<file path="src/rtl/pipe_pkg.sv">
// pipe_pkg: shared stage states and default widths for the pipeline stage registers
package pipe_pkg;
  typedef enum logic [1:0] {EMPTY, ONE, TWO} pipe_state_e;
  localparam int DEF_DATA_W = 64;
  localparam int DEF_CTRL_W = 16;
  localparam int DEF_CNT_W  = 16;
endpackage

</file>
<file path="src/rtl/pipe_sat_counter.sv">
// pipe_sat_counter: saturating up-counter that sticks at all-ones
module pipe_sat_counter #(
  parameter int CNT_W = pipe_pkg::DEF_CNT_W
) (
  input  logic             clk,
  input  logic             reset_n,
  input  logic             inc,
  output logic [CNT_W-1:0] cnt
);
  // count up on inc until every bit is set, then hold
  always_ff @(posedge clk or negedge reset_n)
    if (!reset_n) cnt <= '0;
    else if (inc && !(&cnt)) cnt <= cnt + CNT_W'(1);
endmodule

</file>
<file path="src/rtl/pipe_stage_reg.sv">
// pipe_stage_reg: two-entry skid-buffered pipeline register with flush and stall counter
module pipe_stage_reg
  import pipe_pkg::*;
#(
  parameter int DATA_W   = DEF_DATA_W,
  parameter int CTRL_W   = DEF_CTRL_W,
  parameter bit CLR_DATA = 1'b0,
  parameter int CNT_W    = DEF_CNT_W
) (
  input  logic              clk,
  input  logic              reset_n,
  input  logic              in_valid,
  output logic              in_ready,
  input  logic [DATA_W-1:0] in_data,
  input  logic [CTRL_W-1:0] in_ctrl,
  output logic              out_valid,
  input  logic              out_ready,
  output logic [DATA_W-1:0] out_data,
  output logic [CTRL_W-1:0] out_ctrl,
  input  logic              flush,
  output logic [CNT_W-1:0]  stall_cnt
);
  pipe_state_e       state;
  logic [DATA_W-1:0] main_data, skid_data;
  logic [CTRL_W-1:0] main_ctrl, skid_ctrl;
  logic              take_in, take_out;
  assign take_in   = in_valid && in_ready;
  assign take_out  = out_valid && out_ready;
  assign out_valid = state != EMPTY;
  assign out_data  = main_data;
  assign out_ctrl  = out_valid ? main_ctrl : '0;
  // entry FSM: main drives the outputs, skid absorbs the one entry accepted while stalled
  always_ff @(posedge clk or negedge reset_n)
    if (!reset_n) begin
      state     <= EMPTY;
      in_ready  <= 1'b0;
      main_data <= '0;
      main_ctrl <= '0;
      skid_data <= '0;
      skid_ctrl <= '0;
    end else if (flush) begin
      state     <= EMPTY;
      in_ready  <= 1'b1;
      main_ctrl <= '0;
      skid_ctrl <= '0;
      main_data <= CLR_DATA ? '0 : main_data;
      skid_data <= CLR_DATA ? '0 : skid_data;
    end else begin
      case (state)
        EMPTY: begin
          in_ready <= 1'b1;
          if (take_in) begin
            main_data <= in_data;
            main_ctrl <= in_ctrl;
            state     <= ONE;
          end
        end
        ONE: begin
          in_ready <= !(take_in && !take_out);
          if (take_in && take_out) begin
            main_data <= in_data;
            main_ctrl <= in_ctrl;
          end else if (take_in) begin
            skid_data <= in_data;
            skid_ctrl <= in_ctrl;
            state     <= TWO;
          end else if (take_out) state <= EMPTY;
        end
        TWO: begin
          in_ready <= take_out;
          if (take_out) begin
            main_data <= skid_data;
            main_ctrl <= skid_ctrl;
            state     <= ONE;
          end
        end
        default: begin
          in_ready <= 1'b1;
          state    <= EMPTY;
        end
      endcase
    end
  pipe_sat_counter #(.CNT_W(CNT_W)) u_stall (
    .clk    (clk),
    .reset_n(reset_n),
    .inc    (out_valid && !out_ready),
    .cnt    (stall_cnt)
  );
endmodule

</file>
<file path="config.mk">
export PLATFORM = sky130hd
export DESIGN_NAME = pipe_stage_reg
export DESIGN_NICKNAME = d
export VERILOG_FILES = /design/src/rtl/pipe_pkg.sv /design/src/rtl/pipe_sat_counter.sv /design/src/rtl/pipe_stage_reg.sv
export SDC_FILE = /design/constraint.sdc
export NUM_CORES = 1
export LEC_CHECK = 0
export BUFFER_PORTS_ARGS = -buffer_cell sky130_fd_sc_hd__buf_2
export CAP_MARGIN = 20
export CORE_ASPECT_RATIO = 0.75
export CORE_MARGIN = 5
export CORE_UTILIZATION = 30
export DETAILED_ROUTE_END_ITERATION = 16
export PLACE_DENSITY = 0.53
export SKIP_CTS_REPAIR_TIMING = 1
export SYNTH_ARGS = -nofsm -noshare
export SYNTH_HDL_FRONTEND = slang
export SYNTH_HIERARCHICAL = 1
export SYNTH_SLANG_ARGS = --single-unit
</file>
<file path="constraint.sdc">
create_clock -name clk -period 2.7 [get_ports clk]
set_input_delay 0.405 -clock clk [delete_from_list [all_inputs] [get_ports clk]]
set_output_delay 0.405 -clock clk [all_outputs]
set_load 0.005 [all_outputs]
</file>
### After elaboration in Yosys (flattened, before gate mapping)

Index checks and enable logic that the tools add are counted.

| word-level totals | value |
|---|---|
| bits in registers | 179 |
| latch bits | 0 |
| memory bits (writable) | 0 |
| ROM bits | 0 |
| bits of input ports | 85 |
| output and inout bits | 98 |
| word-level logic and storage cells | 65 |
| memories kept | 0 |

| cells by class | value |
|---|---|
| add/subtract/negate cells | 1 |
| multipliers | 0 |
| div/mod/pow operators | 0 |
| order comparisons | 0 |
| equal/unequal tests | 11 |
| shift operators | 0 |
| muxes and demuxes | 22 |
| bitwise gates (word level) | 2 |
| reduce and logical (&&, ||, !) cells | 22 |

Operators with widths:

| operator | count |
|---|---|
| $mux W64 | 3 |
| $pmux W64 S3 | 1 |
| $mux W16 | 8 |
| $pmux W16 S3 | 1 |
| $add A16 B1 Y16 const B | 1 |
| $reduce_and A16 Y1 | 1 |
| $mux W2 | 6 |
| $ne A3 B3 Y1 const B | 4 |
| $reduce_and A4 Y1 | 3 |
| $ne A2 B2 Y1 const B | 4 |
| $logic_and A1 B1 Y1 | 6 |
| $pmux W2 S3 | 1 |
| $reduce_bool A2 Y1 | 3 |
| $reduce_and A5 Y1 | 1 |
| $logic_not A1 Y1 | 4 |
| $ne A4 B4 Y1 const B | 1 |
| $reduce_bool A4 Y1 | 1 |
| $reduce_and A3 Y1 | 1 |
| $reduce_bool A3 Y1 | 1 |
| $eq A2 B1 Y1 const B | 1 |
| $eq A2 B2 Y1 const B | 1 |
| $logic_not A2 Y1 | 1 |
| $not A1 Y1 | 2 |
| $pmux W1 S2 | 1 |
| $mux W1 | 1 |

### Longest topological paths before layout

Gate-level depths: netlist of run 1.

| depth | value |
|---|---|
| depth in word-level cells | 7 |
| depth in mapped cells | 9 |
| gate-level depth less buffers | 7 |

### Cells and area by module

The synthesis of run 1 kept the hierarchy.

Modules (own cells, without submodules):

| module | instances | cells an instance | area each (µm²) | sequential area each (µm²) |
|---|---|---|---|---|
| pipe_stage_reg | 1 | 587 | 7302.0 | 4078.9 |
| pipe_sat_counter | 1 | 75 | 840.8 | 400.4 |

### Least setup slack after synthesis of run 1

No wires, ideal clock.

| path | value |
|---|---|
| kind | register -> register |
| from | register state[0] |
| to | register u_stall.cnt[15] |
| setup time | 0.079 ns |
| arrival time | 2.077 ns |
| data required time | 2.621 ns |
| path slack | 0.544 ns |
| cell stages (with the launch flop) | 10 |
| buffers on the path | 2 |
| period minus slack after synthesis | 2.156 ns |
| cell sequence | dfrtp_1 inv_1 ha_1 buf_4 clkbuf_1 nor2_1 and3_2 nand3_1 nor4_2 xor2_1 |

| between the ends | value |
|---|---|
| longest elaborated chain between the ends | 3 |

Ends and longest elaborated chain:

| element | line | RTL |
|---|---|---|
| from (decl) | pipe_stage_reg.sv:23 | `pipe_state_e state;` |
| from (signal assigned) | pipe_stage_reg.sv:35 | `state <= EMPTY;` |
| from (signal assigned) | pipe_stage_reg.sv:42 | `state <= EMPTY;` |
| from (signal assigned) | pipe_stage_reg.sv:55 | `state <= ONE;` |
| $reduce_bool A2 Y1 | pipe_stage_reg.sv:29 | `assign out_valid = state != EMPTY;` |
| $logic_and A1 B1 Y1 | pipe_stage_reg.sv:86 | `.inc (out_valid && !out_ready),` |
| $logic_and A1 B1 Y1 | pipe_sat_counter.sv:13 | `else if (inc && !(&cnt)) cnt <= cnt + CNT_W'(1);` |
| to (signal assigned) | pipe_sat_counter.sv:13 |  |
| to (decl) | pipe_sat_counter.sv:8 | `output logic [CNT_W-1:0] cnt` |

No other way between the ends.
A chain may end at the register's enable or synchronous reset.

### Worst setup path after layout of run 1

| path | value |
|---|---|
| from | register state[0] |
| to | register skid_data[7] |

| between the ends | value |
|---|---|
| longest elaborated chain between the ends | 5 |
| elaborated cells on any way between the ends | 6 |
| those cells by class | eq/ne: 1; bitwise: 1; reduce/logical: 4 |

Ends and longest elaborated chain:

| element | line | RTL |
|---|---|---|
| $reduce_bool A2 Y1 | pipe_stage_reg.sv:29 |  |
| $logic_and A1 B1 Y1 | pipe_stage_reg.sv:28 | `assign take_out = out_valid && out_ready;` |
| $logic_and A1 B1 Y1 | pipe_stage_reg.sv:60 | `if (take_in && take_out) begin` |
| $not A1 Y1 (no line) | - |  |
| $reduce_and A4 Y1 (no line) (*) | - |  |
| to (signal assigned) | pipe_stage_reg.sv:47 | `skid_data <= CLR_DATA ? '0 : skid_data;` |
| to (signal assigned) | pipe_stage_reg.sv:64 | `skid_data <= in_data;` |
| to (decl) | pipe_stage_reg.sv:24 | `logic [DATA_W-1:0] main_data, skid_data;` |

Mark *: on every way between the ends. The rest lies on a longest branch, timed or not.

==> results of run 1 <==
## sequential cells by signal, indices dropped and copies added, names as in the netlist
name / count
in_ready: 1
out_data: 64
u_stall/cnt: 16
main_ctrl: 16
skid_ctrl: 16
skid_data: 64
state: 2
## cells in the final DEF, fill, tap and decap left out, types with 2 or more instances in the layout
cell and count:
inv_1 6, mux2_1 65, nand3_1 7, a211oi_2 10, buf_4 12, and4_1 2, clkinvlp_4 2, nor2_1 11
nand4_2 2, ha_1 4, dfrtp_1 179, a22o_1 16, nor4_2 2, nor2b_1 16, o21ai_0 3, a21oi_1 81
mux2i_1 80, a31oi_1 64, bufinv_16 4, a211oi_1 6, mux2_2 4, nand2_1 5, nand4_1 3, clkinv_4 3
xor2_1 8, clkbuf_1 3, nor3_1 6, nand2b_1 3, clkbuf_16 17, xnor2_1 3, buf_2 181, buf_12 9
## per-stage QoR
stage               std cells  util [%]  power, mW  hold WS (ns)
finish                   1192      37.8       11.0        0.0179
global route             1191      37.8       11.9        0.0666
CTS                      1191      37.8       11.2        0.0281
detailed placement       1159      35.5       8.49         0.475
global placement         1159      35.5       8.40         0.466
floorplan                 662         -       6.87         0.109
## layout make-up
class	count	area, um2	area share, %
multi-input cells	420	3400	33.5
repair buffers	203	1190	11.7
clock inverters	11	178	1.75
flip-flops and latches	179	4480	44.1
diodes	1	2.50	0.0246
clock buffers	21	450	4.43
inverters	6	22.5	0.222
well taps	351	439	4.32
## kinds of logic after synthesis
| kind of cell | after synthesis |
|---|---|
| AND/OR/NAND/NOR | 69 |
| flip-flops | 179 |
| adder cells (fa/ha/maj) | 5 |
| AO/OA/AOI/OAI | 186 |
| XOR/XNOR | 11 |
| buffers and inverters | 63 |
| multiplexers | 149 |
## final timing paths
kind                                           start                        end  cells past startpoint
max in group asynchronous                    reset_n    out_data[9]$_DFFE_PN0P_                      2
max                             state[0]$_DFFE_PN0P_   skid_data[7]$_DFFE_PN0P_                      7
min in group clk                         in_data[38]  skid_data[38]$_DFFE_PN0P_                      2
min                                          reset_n  skid_ctrl[12]$_DFFE_PN0P_                      1
max reg2reg                     state[0]$_DFFE_PN0P_   skid_data[7]$_DFFE_PN0P_                      7
min reg2reg                skid_data[15]$_DFFE_PN0P_  skid_data[15]$_DFFE_PN0P_                      1
## power by group
| part | switching [mW] | internal [mW] |
|---|---|---|
| clock | 1.10 | 1.59 |
| sequential | 0.603 | 3.81 |
| combinational | 2.12 | 1.82 |
| total | 3.82 | 7.21 |
## metal layers
layer / vias to the layer above / share of wire (%)
met4: 8 / 0.91
met1: 2820 / 49
li1: 2794 / -
met2: 146 / 43
met5: - / 0.19
met3: 22 / 7.5
## critical path, delay by kind of cell, from the launching register on
family | cells | cell delay (ns)
buffers and inverters | 2 | 0.42
adder cells (fa/ha/maj) | 1 | 0.26
flip-flops | 1 | 0.41
multiplexers | 1 | 0.36
AND/OR/NAND/NOR | 3 | 0.69
==> metrics.cfg, run 1 <==
[routing]
dr.pass1.iters=6
dr.first_iter.drc_count=266
wl_per_cell_um=17.0
antenna_left=0
totalWireLength_um=20300
route.detailed.drc=0
avgViaCountPerCell=4.86
dr_total_vias=5790

[yosys]
ys_seq_elements=179
synth_top_cell_area_share_pct=55.0
synth_fa_ha_area_share_pct=0.768
ys.flop_type=dfrtp_1
synth_edf_count=0
synth_mux_area_share_pct=19.4
synth_top_family_by_area=multiplexers
synth-simple-area-share_pct=5.45
synthArstFlopShare_pct=100
yosysMostFrequentCell=dfrtp_1
ys.warnings.count=6
synthXorXnorAreaFrac_pct=1.18
synth_common_cells=dfrtp_1 (179), a21oi_1 (81), mux2i_1 (80), mux2_1 (65), a31oi_1 (64)
synthCells=662
synth_top_area_cell=dfrtp_1
avgSynthCellArea_um2=12.3
synth_cell_type_count=45
syn-num-nets=752
synth_area_um2=8140
seq_area_frac_synth_pct=55.0
synth_compound_area_share_pct=14.6
synth_area_leaders=dfrtp_1 (55%), mux2i_1 (9.8%), mux2_1 (9.0%), a21oi_1 (5.0%), a31oi_1 (4.9%)

[job]
drv_cap=0

[sta]
setup_ws_ns=0.385
final.min_clock_period_ns=2.31
final_hold_viol_count=0
maxSlewViolCount=0
fmax_ghz=0.432
fin_setup_tns_ns=0
finalClockSkew_ns=0.00993
relSlewSlack_pct=48.8
finalSetupViolCount=0
grt_setup_unrepaired=false
worst_pin_slew_ns=0.769
period_share_pct=85.7

[grt]
antenna_found_initial=4
busiest_layer=met2
grt_usage_pct=13.5
grt_max_degree=83
grt_pass1_vias=5910
grt_pass1_wl_um=33400
grt-ovfl-total=0
met1_usage_pct=19.0
grt_use_met3_pct=5.43
use_met2_pct=19.4

[placement]
hpwl_um=13500
routabilityCongestion=0.724
post-place-ws_ns=0.367
portBuffers=182
postPlaceCellArea_um2=9530

[floorplan]
ios=183
design.die.area_um2=30600
rows=52
die-width_um=200
core_um2=26900
chipHeight_um=153
start_util_pct=30.3

[worst_setup_path]
rrSetupSlack_ns=0.39
end_kind=register
crit_chain=inv_1 -> ha_1 -> nand2b_1 -> nor3b_2 -> and2_4 -> buf_12 -> mux2_1
slowest_delay_ns=0.41
arrival_ns=2.62
cp_data_required_time_ns=3.01
worst-path-max-fanout=51
critPathKind=register to register
startpoint_type=register
crit_path_top_delay_cell=dfrtp_1

[run_status]
status=complete, no violations

[cells_and_area]
final_cell_area_um2=10200
fin_nets=917
drive_gt1_share_pct=30.8
syn2layout_area_growth_pct=24.8
fillers=2671

[clock_tree]
cts_buffer_depth=2
clock-root-buffer=clkbuf_16
cts.sinks=179
cts_made_buffers=17
h-tree-depth=4
clock_latency_ns=0.43
cts_tree=done
clkTransAtPathRegs_ns=0.07

[power_and_ir_drop]
p_leak_nw=4.39
power.density_nw_per_um2=1080
irDropWorstVdd_mv=0.556

[hold_path]
min_path_type=input port to asynchronous set/reset pin

Power figures use the tool's default switching activity.
==> run 2: changes to the inputs <==
--- a/config.mk
+++ b/config.mk
@@ -11,7 +11,7 @@
 export CORE_MARGIN = 5
 export CORE_UTILIZATION = 30
 export DETAILED_ROUTE_END_ITERATION = 16
-export PLACE_DENSITY = 0.53
+export PLACE_DENSITY = 0.55
 export SKIP_CTS_REPAIR_TIMING = 1
 export SYNTH_ARGS = -nofsm -noshare
 export SYNTH_HDL_FRONTEND = slang
==> constraint.sdc (replaced) <==
create_clock -name clk -period 2 [get_ports clk]
set_input_delay 0.3 -clock clk [delete_from_list [all_inputs] [get_ports clk]]
set_output_delay 0.3 -clock clk [all_outputs]
set_load 0.005 [all_outputs]
==> metrics.cfg, run 2 (synthesis gave the netlist of run 1 again) <==
[worst_setup_path]
crit_buf_inv=3
rr_startpoint=state[1]$_DFFE_PN0P_
worst-path-max-fanout=5
slowest_delay_ns=0.42
worstSetupEndpoint=skid_data[44]$_DFFE_PN0P_
critPathKind=register to register
end_kind=register
arrival_ns=2.32
cp_num_cells=8
crit_chain=inv_2 -> ha_2 -> nand2b_4 -> nor3b_4 -> and2_4 -> buf_12 -> clkbuf_16 -> mux2_1
r2r_cells=8
startpoint_type=register
crit_family=simple AND/OR/NAND/NOR gates
cp_data_required_time_ns=2.31
crit_path_top_delay_cell=dfrtp_1
reg2reg_to=skid_data[44]$_DFFE_PN0P_
rrSetupSlack_ns=-0.006
crit_path_start=state[1]$_DFFE_PN0P_

[run_status]
violations=setup timing
status=complete, but fails checks

[cells_and_area]
most-common-layout-cells=buf_2 (181), dfrtp_1 (179), mux2i_1 (80), a21oi_1 (80), mux2_1 (65)
syn2layout_area_growth_pct=32.2
fin_nets=945
drive_gt1_share_pct=36.1
instances_no_fill=1220
fillers=2624
final_common_cell=buf_2
final_cell_area_um2=10800

[floorplan]
die-width_um=200
rows=52
core_um2=26900
design.die.area_um2=30600
chipHeight_um=153
start_util_pct=30.3
ios=183

[routing]
totalWireLength_um=23000
avgViaCountPerCell=4.92
route.detailed.drc=0
dr.first_iter.drc_count=260
wl_per_cell_um=18.8
dr.pass1.iters=4
dr_total_vias=5998
antenna_left=0

[placement]
hpwl_um=13600
routabilityCongestion=0.729
postPlaceCellArea_um2=9680
portBuffers=182
numPlacedInstances=1170

[sta]
period_share_pct=100
fmax_ghz=0.499
fin_setup_tns_ns=-0.00601
maxSlewViolCount=0
relSlewSlack_pct=68.4
final_hold_viol_count=0
finalClockSkew_ns=0.0104
final.min_clock_period_ns=2.01
worst_pin_slew_ns=0.474
setup_ws_ns=-0.00601
finalSetupViolCount=1
grt_setup_unrepaired=true

[power_and_ir_drop]
finalPower_mw=16.5
share_comb_of_total_power_pct=40.6
irDropWorstVdd_mv=0.635
swShare_pct=35.5
power_frac_seq_pct=36.3
power.density_nw_per_um2=1530
pwr-share-clk_pct=23.2
p_leak_nw=4.67
internal_power_mw=10.6
p_switching_mw=5.84

[grt]
antenna_found_initial=1
grt_pass1_vias=5973
grt_usage_pct=13.7
grt_pass1_wl_um=33900
grt-ovfl-total=0
grt_max_degree=67

[clock_tree]
clock-root-buffer=clkbuf_16
cts_buffer_depth=2
cts.sinks=179
h-tree-depth=4
clock_latency_ns=0.44
cts_made_buffers=17
cts_tree=done
clkTransAtPathRegs_ns=0.07

[job]
drv_cap=0

[hold_path]
min_path_type=input port to register

-- run 2: changes by cell type in the layout (fill, tap and decap cells not counted), moves of 3 or more --
cell / change
clkbuf_16: +6
nor2b_2: +8
nor2b_4: +4
nor2b_1: -12
buf_8: +3
inv_6: +6
clkinv_4: -3
buf_4: +4
clkbuf_1: -3
buf_12: +6
buf_6: +6
-- run 2: final cells by class --
| cell class | count | area [um2] | share of cell area (%) |
|---|---|---|---|
| clock inverters | 14 | 220 | 2.05 |
| repair buffers | 231 | 1650 | 15.3 |
| well taps | 351 | 439 | 4.08 |
| inverters | 6 | 22.5 | 0.209 |
| diodes | 1 | 2.50 | 0.0232 |
| flip-flops and latches | 179 | 4480 | 41.6 |
| multi-input cells | 420 | 3510 | 32.6 |
| clock buffers | 18 | 439 | 4.08 |
-- run 2: worst min path at each step --
stage	start	slack, ns	depth (start not counted)	endpoint
2_1_floorplan	reset_n	0.004	0	in_ready$_DFF_PN0_
3_3_place_gp	reset_n	0.32	1	skid_data[33]$_DFFE_PN0P_
3_5_place_dp	reset_n	0.31	1	skid_data[31]$_DFFE_PN0P_
4_1_cts	reset_n	-0.17	1	out_data[53]$_DFFE_PN0P_
5_1_grt	in_data[37]	0.08	2	skid_data[37]$_DFFE_PN0P_
6_report	in_data[4]	0.09	2	skid_data[4]$_DFFE_PN0P_
-- run 2: stage by stage --
stage	worst slack, ns	utilization [%]	hold slack [ns]
after floorplan	0.0344	-	0.00441
after global placement	0.0207	36.0	0.316
after detailed placement	-0.0000484	36.0	0.312
after CTS	-0.102	38.5	-0.174
after global routing	-0.0858	40.1	0.0779
final	-0.00601	40.1	0.0885
-- run 2: per-layer routing --
layer | global-route usage, % | up-vias | routed length (um)
met4 | 3.54 | 2 | 166
met2 | 19.4 | 156 | 9960
met5 | 0 | - | 7
met1 | 20.0 | 2973 | 11500
li1 | - | 2853 | -
met3 | 4.57 | 14 | 1310
-- run 2: power by group through the flow --
stage	sequential [mW]	clock (mW)	combinational, mW
finish	5.98	3.82	6.68
global placement	5.99	0	5.40
CTS	5.98	3.96	5.50
detailed placement	6.02	0	5.50
global route	6.18	4.11	7.29
floorplan	5.92	0	3.36
-- run 2: worst reg2reg max path, cell delays in order (launching register included) --
cell and delay, ns:
dfrtp_1 0.42, inv_2 0.08, ha_2 0.19, nand2b_4 0.13, nor3b_4 0.21, and2_4 0.25, buf_12 0.14, clkbuf_16 0.15
mux2_1 0.32
==> run 3: changes to the inputs <==
--- a/config.mk
+++ b/config.mk
@@ -8,7 +8,6 @@
 export BUFFER_PORTS_ARGS = -buffer_cell sky130_fd_sc_hd__buf_2
 export CAP_MARGIN = 20
 export CORE_ASPECT_RATIO = 0.75
-export CORE_MARGIN = 5
 export CORE_UTILIZATION = 30
 export DETAILED_ROUTE_END_ITERATION = 16
 export PLACE_DENSITY = 0.55
==> metrics.cfg, run 3 (synthesis gave the netlist of run 1 again) <==
[run_status]
status=complete, no violations

[routing]
totalWireLength_um=22000
dr_total_vias=6000
wl_per_cell_um=17.9
dr.first_iter.drc_count=333
route.detailed.drc=0
avgViaCountPerCell=4.89
dr.pass1.iters=6
antenna_left=0

[worst_setup_path]
critPathKind=register to register
slowest_delay_ns=0.37
crit_top_cell=buf_12
crit_buf_inv=5
crit_path_top_delay_cell=dfrtp_1
worst-path-max-fanout=8
crit_family=buffers and inverters
startpoint_type=register
crit_chain=inv_2 -> buf_4 -> ha_4 -> or2_4 -> o221ai_4 -> buf_12 -> buf_12 -> clkbuf_16 -> a21oi_1 -> a31oi_1
end_kind=register
arrival_ns=2.32
cp_data_required_time_ns=2.35

[grt]
grt_pass1_vias=5778
grt_pass1_wl_um=32900
grt_usage_pct=15.5
antenna_found_initial=3
grt-ovfl-total=0
grt_max_degree=57

[sta]
period_share_pct=98.4
hold_ws_ns=0.0945
final_hold_viol_count=0
finalSetupViolCount=0
relSlewSlack_pct=61.6
fmax_ghz=0.508
worst_pin_slew_ns=0.576
fin_setup_tns_ns=0
finalClockSkew_ns=0.00630
maxSlewViolCount=0
final.min_clock_period_ns=1.97
grt_setup_unrepaired=true

[cells_and_area]
syn2layout_area_growth_pct=33.9
drive_gt1_share_pct=37.0
fin_nets=961
fillers=2541
instances_no_fill=1228
final_cell_area_um2=10900
final_common_cell=buf_2
most-common-layout-cells=buf_2 (181), dfrtp_1 (179), mux2i_1 (80), a21oi_1 (73), mux2_1 (65)

[power_and_ir_drop]
p_leak_nw=4.76
irDropWorstVdd_mv=0.790
power.density_nw_per_um2=1530

[placement]
hpwl_um=13900
routabilityCongestion=0.777
numPlacedInstances=1179
portBuffers=182
postPlaceCellArea_um2=9850

[clock_tree]
h-tree-depth=4
cts.sinks=179
cts_tree=done
cts_made_buffers=17
clock-root-buffer=clkbuf_16
clkTransAtPathRegs_ns=0.07
clock_latency_ns=0.43
cts_buffer_depth=2

[floorplan]
design.die.area_um2=27800
ios=183
start_util_pct=31.0
die-width_um=192
rows=51
core_um2=26300
chipHeight_um=145

[job]
drv_cap=0

[hold_path]
min_path_type=input port to register

==> run 3: final cells by class <==
| type | instances | area (um2) | share of cell area (%) |
|---|---|---|---|
| inverters | 6 | 22.5 | 0.206 |
| flip-flops and latches | 179 | 4480 | 41.1 |
| clock buffers | 20 | 467 | 4.28 |
| repair buffers | 247 | 1850 | 17.0 |
| clock inverters | 11 | 149 | 1.37 |
| diodes | 1 | 2.50 | 0.0229 |
| multi-input cells | 420 | 3510 | 32.2 |
| well taps | 344 | 430 | 3.95 |
==> run 3: routing by layer <==
metal,wire length [um],up-vias,GRT usage [%]
met1,10800,2957,21.3
met5,22,-,0
met3,1270,19,5.11
met4,206,4,4.27
met2,9750,133,23.1
li1,-,2887,-
==> run 3: power by group <==
group | internal (mW) | total (mW) | switching (mW)
clock | 2.07 | 3.56 | 1.49
sequential | 5.14 | 5.99 | 0.848
combinational | 3.73 | 7.13 | 3.40
total | 10.9 | 16.7 | 5.74
==> run 3: per-stage QoR <==
| stage | power [mW] | utilization [%] | setup slack [ns] |
|---|---|---|---|
| 3_5_place_dp | 11.8 | 37.5 | 0.00358 |
| 4_1_cts | 15.4 | 39.8 | -0.0671 |
| 5_1_grt | 17.9 | 41.5 | -0.0304 |
| 3_3_place_gp | 11.6 | 37.5 | 0.0667 |
| 6_report | 16.7 | 41.5 | 0.0329 |
| 2_1_floorplan | 9.28 | - | 0.0344 |
==> run 3: path summary, 6_finish.rpt <==
path | start | to | slack, ns | depth (start not counted)
max | state[0]$_DFFE_PN0P_ | out_data[0]$_DFFE_PN0P_ | 0.03 | 10
min | in_data[22] | skid_data[22]$_DFFE_PN0P_ | 0.09 | 2
max reg2reg | state[0]$_DFFE_PN0P_ | out_data[0]$_DFFE_PN0P_ | 0.03 | 10
min reg2reg | skid_data[9]$_DFFE_PN0P_ | skid_data[9]$_DFFE_PN0P_ | 0.48 | 1
max in group asynchronous | reset_n | skid_data[4]$_DFFE_PN0P_ | 0.98 | 3
min in group asynchronous | reset_n | main_ctrl[8]$_DFFE_PN0P_ | 0.42 | 2
==> run 3: worst reg2reg max path, stage by stage (launching register included) <==
cell and delay (ns):
dfrtp_1 0.37, inv_2 0.05, buf_4 0.14, ha_4 0.16, or2_4 0.26, o221ai_4 0.22, buf_12 0.17, buf_12 0.14
clkbuf_16 0.17, a21oi_1 0.06, a31oi_1 0.15
